$ cat src/rtl/tetris_pkg.sv
// Shared constants and types for the title banner: geometry, colour type and
// the constant divide-by-3 used to undo the 3x pixel replication.
package tetris_pkg;

  localparam int TITLE_LETTERS = 6;
  localparam int LETTER_W      = 10;
  localparam int TITLE_ROWS    = 10;
  localparam int TITLE_W       = 180;
  localparam int TITLE_H       = 30;
  localparam int SCALE         = 3;

  typedef logic [11:0] rgb444_t;

  // floor(x/3) as (x*171)>>9 built from shifts; exact for x < 512, which covers the banner box
  function automatic logic [5:0] div3(input logic [9:0] x);
    logic [19:0] p;
    p = ({10'd0, x} << 7) + ({10'd0, x} << 5) + ({10'd0, x} << 3)
      + ({10'd0, x} << 1) + {10'd0, x};
    return 6'(p >> 9);
  endfunction

endpackage

$ cat src/rtl/tetris_title_if.sv
// Address/data bus between the banner renderer and its font and colour ROMs.
interface tetris_title_if;
  import tetris_pkg::*;

  logic [3:0]  font_addr;
  logic [59:0] font_data;
  logic [2:0]  color_addr;
  rgb444_t     color;

  modport master (output font_addr, output color_addr, input font_data, input color);
  modport slave  (input font_addr, input color_addr, output font_data, output color);
endinterface

$ cat src/rtl/tetris_title_anim.sv
// Colour-rotation timer: counts frame_start pulses and advances the letter
// colour offset through 0..5 every FRAMES_PER_STEP frames.
module tetris_title_anim #(
  parameter int FRAMES_PER_STEP = 15
) (
  input  logic       Clk,
  input  logic       Reset,
  input  logic       frame_start,
  input  logic       anim_en,
  output logic [2:0] color_ofs
);

  localparam int CW = (FRAMES_PER_STEP > 1) ? $clog2(FRAMES_PER_STEP) : 1;

  logic [CW-1:0] frame_cnt;

  always_ff @(posedge Clk or posedge Reset) begin
    if (Reset) begin
      frame_cnt <= '0;
      color_ofs <= '0;
    end else if (frame_start && anim_en) begin
      if (frame_cnt == CW'(FRAMES_PER_STEP - 1)) begin
        frame_cnt <= '0;
        color_ofs <= (color_ofs == 3'd5) ? 3'd0 : color_ofs + 3'd1;
      end else begin
        frame_cnt <= frame_cnt + 1'b1;
      end
    end
  end

endmodule

$ cat src/rtl/tetris_title_renderer.sv
// Two-stage banner pipeline: stage 0 maps scan position to ROM addresses,
// stage 1 picks the font bit and registers the pixel colour.
module tetris_title_renderer
  import tetris_pkg::*;
#(
  parameter int X0              = 400,
  parameter int Y0              = 40,
  parameter int FRAMES_PER_STEP = 15
) (
  input  logic           Clk,
  input  logic           Reset,
  input  logic [9:0]     DrawX,
  input  logic [9:0]     DrawY,
  input  logic           vde,
  input  logic           frame_start,
  input  logic           anim_en,
  tetris_title_if.master rom,
  output logic           title_on,
  output logic [3:0]     red,
  output logic [3:0]     green,
  output logic [3:0]     blue
);

  logic [2:0] color_ofs;
  logic       in_box;
  logic [9:0] relx, rely;
  logic [5:0] col;
  logic [3:0] row;
  logic [2:0] letter;
  logic [3:0] sum;
  logic [2:0] cidx;
  logic [5:0] col_q;
  logic       s0_valid;

  tetris_title_anim #(.FRAMES_PER_STEP(FRAMES_PER_STEP)) u_anim (
    .Clk         (Clk),
    .Reset       (Reset),
    .frame_start (frame_start),
    .anim_en     (anim_en),
    .color_ofs   (color_ofs)
  );

  // Compare against both edges directly so DrawX < X0 never relies on wraparound
  assign in_box = vde
               && (DrawX >= 10'(X0)) && (DrawX < 10'(X0 + TITLE_W))
               && (DrawY >= 10'(Y0)) && (DrawY < 10'(Y0 + TITLE_H));

  assign relx = DrawX - 10'(X0);
  assign rely = DrawY - 10'(Y0);
  assign col  = div3(relx);
  assign row  = 4'(div3(rely));

  always_comb begin
    letter = 3'd0;
    if      (col >= 6'd50) letter = 3'd5;
    else if (col >= 6'd40) letter = 3'd4;
    else if (col >= 6'd30) letter = 3'd3;
    else if (col >= 6'd20) letter = 3'd2;
    else if (col >= 6'd10) letter = 3'd1;
  end

  assign sum  = {1'b0, letter} + {1'b0, color_ofs};
  assign cidx = (sum >= 4'd6) ? 3'(sum - 4'd6) : sum[2:0];

  always_ff @(posedge Clk or posedge Reset) begin
    if (Reset) begin
      rom.font_addr  <= '0;
      rom.color_addr <= '0;
      col_q          <= '0;
      s0_valid       <= 1'b0;
    end else begin
      s0_valid <= in_box;
      if (in_box) begin
        rom.font_addr  <= row;
        rom.color_addr <= cidx;
        col_q          <= col;
      end
    end
  end

  logic lit;
  assign lit = s0_valid && rom.font_data[6'd59 - col_q];

  always_ff @(posedge Clk or posedge Reset) begin
    if (Reset) begin
      title_on <= 1'b0;
      red      <= '0;
      green    <= '0;
      blue     <= '0;
    end else begin
      title_on            <= lit;
      {red, green, blue}  <= lit ? rom.color : 12'h000;
    end
  end

endmodule

$ cat src/flat_wrapper.sv
// flat-port wrapper written by rule: the top's interface ports become plain ports
module tetris_title_renderer_flat import tetris_pkg::*;
#(
  parameter int X0              = 400,
  parameter int Y0              = 40,
  parameter int FRAMES_PER_STEP = 15
)
  (Clk, Reset, DrawX, DrawY, vde, frame_start, anim_en, title_on, red, green, blue, rom_font_addr, rom_color_addr, rom_font_data, rom_color);
  tetris_title_if rom_i ();
  input  logic Clk;
  input  logic Reset;
  input  logic [9:0] DrawX;
  input  logic [9:0] DrawY;
  input  logic vde;
  input  logic frame_start;
  input  logic anim_en;
  output logic title_on;
  output logic [3:0] red;
  output logic [3:0] green;
  output logic [3:0] blue;
  output wire logic [$bits(rom_i.font_addr)-1:0] rom_font_addr;
  output wire logic [$bits(rom_i.color_addr)-1:0] rom_color_addr;
  input wire logic [$bits(rom_i.font_data)-1:0] rom_font_data;
  input wire logic [$bits(rom_i.color)-1:0] rom_color;
  assign rom_font_addr = rom_i.font_addr;
  assign rom_color_addr = rom_i.color_addr;
  assign rom_i.font_data = rom_font_data;
  assign rom_i.color = rom_color;
  tetris_title_renderer #(.X0(X0), .Y0(Y0), .FRAMES_PER_STEP(FRAMES_PER_STEP)) u_core (.Clk(Clk), .Reset(Reset), .DrawX(DrawX), .DrawY(DrawY), .vde(vde), .frame_start(frame_start), .anim_en(anim_en), .rom(rom_i), .title_on(title_on), .red(red), .green(green), .blue(blue));
endmodule
$ cat config.mk
export PLATFORM = sky130hd
export DESIGN_NAME = tetris_title_renderer_flat
export DESIGN_NICKNAME = d
export VERILOG_FILES = /design/src/rtl/tetris_pkg.sv /design/src/rtl/tetris_title_if.sv /design/src/rtl/tetris_title_anim.sv /design/src/rtl/tetris_title_renderer.sv /design/src/flat_wrapper.sv
export SDC_FILE = /design/constraint.sdc
export NUM_CORES = 1
export LEC_CHECK = 0
export CAP_MARGIN = 10
export CORE_MARGIN = 4
export CORE_UTILIZATION = 35
export CTS_CLUSTER_DIAMETER = 40
export DETAILED_ROUTE_END_ITERATION = 8
export PLACE_DENSITY = 0.72
export SYNTH_ARGS = -nofsm -noshare
export SYNTH_HDL_FRONTEND = slang
export SYNTH_SLANG_ARGS = --single-unit
export TNS_END_PERCENT = 5
$ cat constraint.sdc
create_clock -name Clk -period 2.45 [get_ports Clk]
set_clock_uncertainty 0.1 [all_clocks]
set_input_delay 0.6125 -clock Clk [delete_from_list [all_inputs] [get_ports Clk]]
set_output_delay 0.6125 -clock Clk [all_outputs]
set_load 0.005 [all_outputs]
After elaboration in Yosys (flattened, before gate mapping) --
Index checks and enable logic that the tools add are counted.
Cells by class: add/sub/neg operators 15, multiply operators 0, divide/modulo/power cells 0, magnitude comparators 11, equal/unequal tests 2, shift-type cells 0, multiplexer cells 11, bitwise logic cells 0, reductions and logical operators 7
Operator list (count):
- adder 13 bit | 2
- adder 15 x 10 -> 15 bit | 1
- adder 15 x 11 -> 15 bit | 1
- adder 15 x 13 -> 15 bit | 1
- adder 15 bit | 1
- adder 13 x 10 -> 13 bit | 1
- adder 13 x 11 -> 13 bit | 1
- >= comparator 6 x 5 -> 1 bit (second input constant) | 2
- >= comparator 6 bit (second input constant) | 2
- 2-to-1 mux 12 bit | 1
- 2-to-1 mux 3 bit | 4
- >= comparator 10 x 6 -> 1 bit (second input constant) | 1
- >= comparator 10 x 9 -> 1 bit (second input constant) | 1
- < comparator 10 bit (second input constant) | 1
- < comparator 10 x 7 -> 1 bit (second input constant) | 1
- subtractor 10 x 6 -> 10 bit (second input constant) | 1
- subtractor 10 x 9 -> 10 bit (second input constant) | 1
- < comparator 6 x 7 -> 1 bit (second input constant) | 1
- binary-select mux 1 bit (select 6 bit) | 1
- >= comparator 6 x 4 -> 1 bit (second input constant) | 1
- logical AND 1 bit | 6
- subtractor 6 bit (first input constant) | 1
- adder 3 x 3 -> 4 bit | 1
- adder 4 x 1 -> 4 bit (second input constant) | 1
- 9 further kinds | 11
Word-level totals: register bits after elaboration 34, latch bits 0, memory bits (writable) 0, ROM bits 0, output and inout bits 20, memories 0

Depth between registers and ports, before layout --
Gate-level depths: netlist of the first run.
depth in word-level cells 14, gate-level depth with buffers 26, depth with buffers taken out 25

Hierarchy --
Synthesis of the first run repeated with hierarchy kept, for this count alone.
Second synthesis, totals: cells, all modules 403, area, all modules 4146.5 sq um
By module, submodules not included:
- tetris_title_renderer | times used 1, cells an instance 371, area an instance 3802.4 sq um, seq. area each 675.6 sq um
- tetris_title_anim | times used 1, cells an instance 32, area an instance 344.1 sq um, seq. area each 175.2 sq um

Worst setup path before layout of the first run --
Ideal clock, no wire load.
kind input to register, start point input DrawX[6], end point register u_core.rom.color_addr[1], library setup time 0.077 ns, arrival 5.325 ns, data required time 2.273 ns, slack -3.053 ns, stages 20, buffers on the path 1, cell sequence buf_2 nor3_1 xnor2_1 xnor2_1 xor2_1 fa_1 ha_1 ha_1 and2_1 a31o_2 a311o_1 xnor2_1 a211o_1 o22ai_1 ha_1 fa_1 xnor2_1 nand2_1 mux2_2 a21oi_1
Between the ends: cells in the longest elaborated chain, start to end 14, elaborated cells on any way between the ends 25
RTL lines:
- from (decl) | RTL line flat_wrapper.sv:12 | input logic [9:0] DrawX;
- subtractor 10 x 9 -> 10 bit | RTL line tetris_title_renderer.sv:48 | assign relx = DrawX - 10'(X0);
- adder 15 bit | RTL line tetris_pkg.sv:17 | p = ({10'd0, x} << 7) + ({10'd0, x} << 5) + ({10'd0, x} << 3)
- adder 15 x 13 -> 15 bit | RTL line tetris_pkg.sv:17
- adder 15 x 11 -> 15 bit | RTL line tetris_pkg.sv:18 | + ({10'd0, x} << 1) + {10'd0, x};
- adder 15 x 10 -> 15 bit | RTL line tetris_pkg.sv:18
- >= comparator 6 x 4 -> 1 bit | RTL line tetris_title_renderer.sv:59 | else if (col >= 6'd10) letter = 3'd1;
- 2-to-1 mux 1 bit | RTL line tetris_title_renderer.sv:59
- 2-to-1 mux 2 bit | RTL line tetris_title_renderer.sv:58 | else if (col >= 6'd20) letter = 3'd2;
- 2-to-1 mux 2 bit | RTL line tetris_title_renderer.sv:57 | else if (col >= 6'd30) letter = 3'd3;
- 2-to-1 mux 3 bit | RTL line tetris_title_renderer.sv:56 | else if (col >= 6'd40) letter = 3'd4;
- 2-to-1 mux 3 bit | RTL line tetris_title_renderer.sv:55 | if (col >= 6'd50) letter = 3'd5;
- adder 3 x 3 -> 4 bit | RTL line tetris_title_renderer.sv:62 | assign sum = {1'b0, letter} + {1'b0, color_ofs};
- >= comparator 4 x 3 -> 1 bit / subtractor 3 bit (equally long branches) | RTL line tetris_title_renderer.sv:63 | assign cidx = (sum >= 4'd6) ? 3'(sum - 4'd6) : sum[2:0];
- 2-to-1 mux 3 bit | RTL line tetris_title_renderer.sv:63
- to (signal assigned) | RTL line tetris_title_renderer.sv:75 | rom.color_addr <= cidx;
- to (decl) | RTL line tetris_title_if.sv:10 | modport master (output font_addr, output color_addr, input font_data, input color);
Parallel ways exist; a longest one is shown, timed or not. A chain may end at the register's enable or synchronous reset.

Worst setup path after layout of the first run --
start point input DrawX[4], end point register u_core.rom.color_addr[1]
The elaborated chain is that of the path after synthesis.

==> impl_metrics.tcl, run 1 <==
set metrics [dict create \
    arrival_ps 5240 \
    layout.nets 796 \
    cts_buffers 5 \
    finalCriticalPeriod_ps 5140 \
    synthMuxAreaShare_pct 13.6 \
    violations "setup timing" \
    cp-end-kind "flop" \
    cts_num_sinks 34 \
    synth-compound-area-share_pct 11.6 \
    grt_max_degree 35 \
    grt-busiest-layer "met2" \
    use_met3_pct 2.02 \
    cp.required_ps 2550 \
    die_h_um 117 \
    cp_slowest_stage_delay_ps 570 \
    gp_congestion 0.811 \
    cpMostUsedCell "ha_4" \
    clkLatencyLatePin_ps 270 \
    ys_ff_latch 34 \
    yosysWarningCount 0 \
    synth_ff_type "dfrtp_1" \
    yosys.area.top_type_share_pct 20.6 \
    relSlewSlack_pct 67.9 \
    postSynth.asyncResetShare_pct 100 \
    final-hold-violation-count 0 \
    grt_overflow 0 \
    fmax_mhz 194 \
    finalWirelength_um 11600 \
    drive_gt1_share_pct 36.7 \
    start_util_pct 35.9 \
    syn_area_um2 4120 \
    vias_per_cell 5.10 \
    htreeDepth 2 \
    maxCapViolCount 0 \
    critPathLaunchType "input pin" \
    tritoncts "yes" \
    outcome "complete, but fails checks" \
    leakage_nw 3.23 \
    path_max_fanout 6 \
    io_buffers 116 \
    clkTransAtPathRegs_ps 50 \
    die_x_um 117 \
    worst_slack_ps -2690 \
    synth_top_family_by_area "adder cells" \
    dieArea_um2 13600 \
    syn-mean-instance-area_um2 10.3 \
    via_count 3900 \
    postLayoutCellArea_um2 6970 \
    synth_largest_area_cell "dfrtp_1" \
    coreArea_um2 11500 \
    worstPathBufferInverterCount 6 \
    synthCells 401 \
    crit_type "input pin to flop" \
    clock_path_buffers 2 \
    grt_pass1_wl_um 19300 \
    row_count 39 \
    setup_viol 26 \
    min_period_over_period_pct 210 \
    synth-simple-area-share_pct 10.8 \
    cts-root-buf "clkbuf_16" \
    synthAdderAreaFrac_pct 28.4 \
    ys_top_cells_by_count "ha_1, inv_1, dfrtp_1" \
    worstPathCellList "buf_8 -> clkinvlp_4 -> ha_4 -> inv_4 -> a21oi_4 -> xnor2_2 -> xnor2_1 -> ha_1 -> inv_1 -> fa_1 -> inv_2 -> ha_4 -> and2_4 -> buf_6 -> a311oi_2 -> a311o_2 -> nor3_2 -> a211o_1 -> o22ai_2 -> ha_2 -> fa_2 -> nand2_2 -> mux2_4 -> a21oi_2" \
    synthTopCellsByArea "dfrtp_1, ha_1, fa_1" \
    drt-initial-drc-count 121 \
    ir_drop_uv 701 \
    seq_area_frac_synth_pct 20.6 \
    yosysMostFrequentCell "ha_1" \
    grt_pass1_vias 4325 \
    worst_pin_slew_ps 481 \
    synthToLayoutAreaGrowth_pct 69.1 \
    place.detailed.hpwl_um 9220 \
    num_io_pins 117 \
    power_density_nw_per_um2 989 \
    grt_antenna_before_repair 0 \
    synthDistinctLibCells 50 \
    dpl_cell_area_um2 6360 \
    diodes 0 \
    power_mw 6.89 \
    grt_usage_pct 17.2 \
    dp_cells 747 \
    rsz0062_at_grt "true" \
    hold_class "flop to flop" \
    ant_nets 0 \
    met2_usage_pct 33.5 \
    synth_edf_count 0 \
    synth-xor-area-share_pct 9.68 \
    routedWlPerCell_um 15.2 \
    dr.pass1.iters 4 \
    crit_family "adder cells" \
    met1_usage_pct 20.0 \
    drc 0 \
    fin_cells 764 \
    syn_nets 577 \
    report.final.slew_viol_count 0 \
    cp_slowest_cell "fa_2" \
]
worst register-to-register path: cells and delay by family, from the launching register on:
| family | cells | cell delay [ps] |
|---|---|---|
| flip-flops | 1 | 370 |
| AND/OR/NAND/NOR | 2 | 380 |
| buffers and inverters | 1 | 160 |
| multiplexers | 2 | 980 |
| AO/OA/AOI/OAI | 2 | 350 |
sequential cells by signal (all words and copies together) (netlist names):
| register | count |
|---|---|
| u_core.rom.color_addr | 3 |
| u_core.title_on | 1 |
| u_core.s0_valid | 1 |
| u_core.rom.font_addr | 4 |
| u_core.u_anim.color_ofs | 3 |
| u_core.green | 4 |
| u_core.col_q | 6 |
| u_core.red | 4 |
| u_core.blue | 4 |
| u_core.u_anim.frame_cnt | 4 |
path summary, 6_finish.rpt:
kind | start | end | slack (ps) | depth (start not counted)
max reg2reg | u_core.col_q[0] | u_core.red[2] | -10 | 7
min | u_core.rom.font_addr[0] | u_core.rom.font_addr[0] | 410 | 1
min in group asynchronous | Reset | u_core.green[0] | 650 | 3
min reg2reg | u_core.rom.font_addr[0] | u_core.rom.font_addr[0] | 410 | 1
max | DrawX[4] | u_core.rom.color_addr[1] | -2690 | 24
max in group asynchronous | Reset | u_core.red[0] | 1290 | 3
what timing repair did:
item | CTS | global route
hold buffers | 0 | 0
buffers inserted | 8 | 1
endpoints found under the setup margin | 27 | 27
resized for setup | 68 | 26
pin swaps | 40 | 7
metal layers:
metal	vias up	routed length [µm]
met5	-	0
met4	0	138
met3	15	447
met2	96	6440
met1	1922	4570
li1	1867	-
per-stage QoR:
step | util, % | TNS [ps] | hold slack, ps | setup slack, ps
after floorplan | - | -21540 | 386 | -2750
after global placement | 55.5 | -37750 | 394 | -3350
after detailed placement | 55.5 | -39440 | 400 | -3560
after CTS | 59.9 | -24570 | 411 | -2590
after global routing | 60.8 | -26780 | 437 | -2870
final | 60.8 | -23970 | 409 | -2690
cell usage in the layout, fill, tap and decap left out, drive strengths merged, types with 2 or more instances in the layout:
cell | synthesis | layout
a21o | 12 | 12
a21oi | 20 | 20
a311o | 2 | 2
a311oi | 3 | 3
a31o | 3 | 3
a31oi | 5 | 5
and2 | 4 | 4
and3 | 12 | 12
buf | 6 | 112
clkbuf | 7 | 8
clkdlybuf4s50 | 0 | 102
dfrtp | 34 | 34
dlygate4sd2 | 0 | 5
dlymetal6s2s | 0 | 4
fa | 23 | 23
ha | 56 | 56
inv | 40 | 39
mux2 | 11 | 11
mux2i | 3 | 3
mux4 | 18 | 18
nand2 | 14 | 14
nand2b | 4 | 4
nand3 | 8 | 8
nand4 | 4 | 4
nor2 | 17 | 17
nor2b | 6 | 6
nor3 | 6 | 6
nor3b | 3 | 3
nor4b | 2 | 2
o211ai | 2 | 2
o21ai | 14 | 14
o21bai | 2 | 2
o22ai | 2 | 2
or3 | 2 | 2
xnor2 | 29 | 29
xor2 | 14 | 14
report_power, final:
part           switching [mW]  internal (mW)  total, mW
clock network           0.213          0.480      0.693
logic                    2.52           2.94       5.46
registers              0.0878          0.649      0.737
total                    2.83           4.07       6.89
kinds of logic after synthesis:
family                   after synthesis
AO/OA/AOI/OAI                         73
XOR/XNOR                              44
adder cells (fa/ha/maj)               80
buffers and inverters                 53
flip-flops                            34
multiplexers                          32
AND/OR/NAND/NOR                       85
area by class of cell:
type / count / area, µm²
Timing Repair Buffer: 225 / 2030
Clock buffer: 7 / 133
Fill cell: 879 / 4500
Tap cell: 143 / 179
Inverter: 40 / 156
Clock inverter: 1 / 30.0
Sequential cell: 34 / 851
Multi-Input combinational cell: 314 / 3580
No activity file was read; power rests on OpenSTA's default activity.
==> run 2: changes to the inputs <==
- SKIP_CTS_REPAIR_TIMING: not set -> 1
==> impl_metrics.tcl, run 2 (synthesis gave the netlist of run 1 again) <==
set metrics [dict create \
    outcome "complete, but fails checks" \
    violations "setup timing" \
    grt_usage_pct 15.9 \
    grt_pass1_wl_um 18100 \
    fmax_mhz 195 \
    path_max_fanout 6 \
    start_util_pct 35.9 \
    vias_per_cell 5.12 \
    grt_antenna_before_repair 0 \
    rsz0062_at_grt "true" \
    gp_congestion 0.811 \
    power_density_nw_per_um2 991 \
    tritoncts "yes" \
    grt_pass1_vias 4208 \
    ir_drop_uv 720 \
    cp.required_ps 2550 \
    largest_register_ffs 6 \
    cts_num_sinks 34 \
    grt_overflow 0 \
    die_h_um 117 \
    cp-end-kind "flop" \
    cts_buffers 5 \
    multi_input_area_um2 3610 \
    place.detailed.hpwl_um 9220 \
    hold_class "flop to flop" \
    drt-initial-drc-count 163 \
    worst_slack_ps -2680 \
    worst_pin_slew_ps 474 \
    finalCriticalPeriod_ps 5130 \
    diodes 0 \
    drc 0 \
    coreArea_um2 11500 \
    ant_nets 0 \
    clkLatencyLatePin_ps 270 \
    synthToLayoutAreaGrowth_pct 69.6 \
    final-hold-violation-count 0 \
    fillCellCount 881 \
    leakage_nw 3.28 \
    routedWlPerCell_um 15.3 \
    dpl_cell_area_um2 6360 \
    critPathLaunchType "input pin" \
    min_period_over_period_pct 209 \
    setup_viol 26 \
    finalWirelength_um 11700 \
    final_cell_mix "clkdlybuf4s50_1, buf_4, ha_1" \
    drive_gt1_share_pct 37.1 \
    row_count 39 \
    crit_type "input pin to flop" \
    fin_hold_ws_ps 410 \
    via_count 3909 \
    dieArea_um2 13600 \
    dr.pass1.iters 6 \
    die_x_um 117 \
    postLayoutCellArea_um2 6990 \
    io_buffers 116 \
    grt_max_degree 35 \
    num_io_pins 117 \
    maxCapViolCount 0 \
    arrival_ps 5230 \
    clock_path_buffers 2 \
    largest-register "u_core.col_q" \
    clkTransAtPathRegs_ps 50 \
    htreeDepth 2 \
    report.final.slew_viol_count 0 \
    relSlewSlack_pct 68.4 \
    seqCellArea_um2 851 \
    cts-root-buf "clkbuf_16" \
    layout.nets 795 \
]
[run 2: stage by stage]
| step | worst slack, ps | std cells | utilization, % | total power, mW | TNS [ps] |
|---|---|---|---|---|---|
| after floorplan | -2750 | 401 | - | 3.62 | -21540 |
| after global placement | -3350 | 747 | 55.5 | 5.10 | -37750 |
| after detailed placement | -3560 | 747 | 55.5 | 5.29 | -39440 |
| after CTS | -3300 | 755 | 56.9 | 6.02 | -32270 |
| after global routing | -2890 | 763 | 60.9 | 7.47 | -26360 |
| final | -2680 | 763 | 60.9 | 6.92 | -23550 |
[run 2: worst max-delay path, cell delays in order]
cell,delay [ps]
buf_4,100
clkinvlp_4,110
ha_4,200
nand2b_4,70
nand2_1,90
xnor2_2,180
inv_2,70
fa_1,500
inv_1,50
ha_1,340
ha_4,180
ha_1,340
a31oi_1,240
o211ai_1,130
a311o_1,380
nor3_2,190
a211o_1,150
o22ai_2,70
ha_2,210
fa_2,370
xnor2_2,180
nand2_1,80
mux2_4,270
a21oi_2,130
[run 2: area by class of cell]
type | count | share of cell area (%)
Multi-Input combinational cell | 314 | 51.7
Sequential cell | 34 | 12.2
Clock buffer | 7 | 1.90
Clock inverter | 1 | 0.430
Inverter | 40 | 2.20
Tap cell | 143 | 2.56
Timing Repair Buffer | 224 | 29.0
[run 2: path summary, 6_finish.rpt]
kind / start / to / slack (ps) / cells past startpoint
worst max-delay path: DrawX[4] / u_core.rom.color_addr[1] / -2680 / 24
worst min-delay path: u_core.rom.font_addr[0] / u_core.rom.font_addr[0] / 410 / 1
worst max register to register: u_core.col_q[0] / u_core.red[2] / -20 / 7
worst min register to register: u_core.rom.font_addr[0] / u_core.rom.font_addr[0] / 410 / 1
max in group asynchronous: Reset / u_core.rom.color_addr[0] / 1300 / 3
min in group asynchronous: Reset / u_core.red[2] / 640 / 3
[run 2: layer usage]
layer | global-route usage, % | wire, µm
met2 | 31.2 | 6450
met5 | 0 | 0
met4 | 2.24 | 116
met3 | 1.92 | 447
met1 | 18.9 | 4670
[run 2: where the power goes]
part           switching, mW  total, mW  internal [mW]  leakage [nW]
sequential            0.0867      0.736          0.649         0.465
clock                  0.213      0.692          0.480        0.0781
combinational           2.54       5.50           2.96          2.74
total                   2.83       6.92           4.09          3.28
==> run 3: changes to the inputs <==
- CORE_UTILIZATION: 35 -> 59
- DONT_BUFFER_PORTS: not set -> 1
- PLACE_DENSITY: 0.72 -> 0.86
==> impl_metrics.tcl, run 3 (synthesis gave the netlist of run 1 again) <==
set metrics [dict create \
    outcome "complete, but fails checks" \
    violations "setup timing" \
    ir_drop_uv 987 \
    drc 0 \
    cts_buffers 5 \
    htreeDepth 2 \
    fillCellCount 378 \
    coreArea_um2 6790 \
    finalWirelength_um 11400 \
    grt_max_degree 22 \
    wl_met3_um 633 \
    final-hold-violation-count 0 \
    dieArea_um2 8390 \
    relSlewSlack_pct 66.1 \
    drt-initial-drc-count 196 \
    top_layer "met4" \
    dp_cells 550 \
    met1Wirelength_um 4280 \
    fin_cells 566 \
    cp_slowest_cell "fa_1" \
    place.detailed.hpwl_um 8160 \
    crit_family "adder cells" \
    tritoncts "yes" \
    arrival_ps 5140 \
    seqCellArea_um2 851 \
    setup_viol 26 \
    min_period_over_period_pct 205 \
    via_count 3489 \
    clock_path_buffers 2 \
    grt_pass1_wl_um 16300 \
    dr.pass1.iters 4 \
    grt_pass1_vias 3687 \
    gp_congestion 0.874 \
    cp.required_ps 2570 \
    path_max_fanout 5 \
    diodes 0 \
    report.final.slew_viol_count 0 \
    num_io_pins 117 \
    worstPathBufferInverterCount 5 \
    finalCriticalPeriod_ps 5020 \
    ant_nets 0 \
    crit_type "input pin to flop" \
    start_util_pct 60.7 \
    row_count 30 \
    largest-register "u_core.col_q" \
    dr_wl_met2_um 6260 \
    place_ws_ps -2940 \
    clkTransAtPathRegs_ps 80 \
    cpMostUsedCell "ha_4" \
    cp-end-kind "flop" \
    leakage_nw 2.55 \
    rsz0062_at_grt "true" \
    worst_pin_slew_ps 502 \
    cts-root-buf "clkbuf_8" \
    final_cell_mix "buf_4, ha_1, dfrtp_1" \
    worstPathCellList "clkinvlp_4 -> ha_4 -> nand2b_4 -> nand2_2 -> xnor2_2 -> inv_2 -> fa_1 -> inv_1 -> ha_2 -> ha_1 -> ha_4 -> buf_4 -> buf_4 -> o21ai_0 -> a21oi_1 -> o211ai_1 -> nor3_2 -> o22ai_2 -> ha_4 -> fa_2 -> xnor2_2 -> nand2_1 -> mux2_4 -> a21oi_2" \
    multi_input_area_um2 3550 \
    largest_register_ffs 6 \
    reg2reg_depth 7 \
    io_buffers 0 \
    setup-tns-final_ps -20030 \
    fmax_mhz 199 \
    worst_slack_ps -2570 \
    synthToLayoutAreaGrowth_pct 30.7 \
    grt_antenna_before_repair 0 \
    die_h_um 91.6 \
    critPathLaunchType "input pin" \
    cp_num_cells 24 \
    cp_slowest_stage_delay_ps 520 \
    routedWlPerCell_um 20.1 \
    maxCapViolCount 0 \
    vias_per_cell 6.16 \
    layout.nets 645 \
    clkLatencyLatePin_ps 290 \
    grt_usage_pct 23.4 \
    hold_class "input pin to asynchronous set/reset pin" \
    die_x_um 91.6 \
    cts_num_sinks 34 \
    drive_gt1_share_pct 39.4 \
    layout_commonest_cell "buf_4" \
    power_density_nw_per_um2 1250 \
    grt_overflow 0 \
]
run 3: layout make-up:
cell class	count	area share, %
clock buffers	5	1.28
multi-input cells	314	65.9
flip-flops and latches	34	15.8
repair buffers	74	11.1
inverters	40	2.86
clock inverters	3	0.836
well taps	96	2.23
run 3: final timing paths:
path	startpoint	to	slack, ps
setup / recovery	DrawX[4]	u_core.rom.color_addr[1]	-2570
hold / removal	Reset	u_core.green[1]	120
setup reg to reg	u_core.col_q[0]	u_core.blue[2]	-60
hold reg to reg	u_core.rom.font_addr[1]	u_core.rom.font_addr[1]	450
max in group asynchronous	Reset	u_core.col_q[1]	1470
min in group Clk	rom_color[9]	u_core.red[1]	370
run 3: layer usage:
metal  GRT usage, %  up-vias
li1               -     1574
met1           27.8     1742
met2           43.8      151
met3           4.64       22
met4           4.15        0
met5              0        -
run 3: stage by stage:
stage	util [%]	area, µm²	power, mW	hold WS [ps]
2_1_floorplan	-	4330	3.62	386
3_3_place_gp	72.2	4900	4.72	415
3_5_place_dp	72.2	4900	4.96	420
4_1_cts	73.8	5020	5.52	137
5_1_grt	79.3	5390	7.21	178
6_report	79.3	5390	6.73	118
run 3: where the power goes:
part	total (mW)	switching [mW]	internal, mW
logic	5.44	2.64	2.80
registers	0.770	0.123	0.647
clock network	0.525	0.223	0.303
run 3: worst register-to-register path, delay by kind of cell (launching register included):
| family | cells | cell delay (ps) |
|---|---|---|
| compound gates | 2 | 380 |
| buf+inv | 1 | 170 |
| mux | 2 | 990 |
| simple gates | 2 | 390 |
| flops | 1 | 370 |
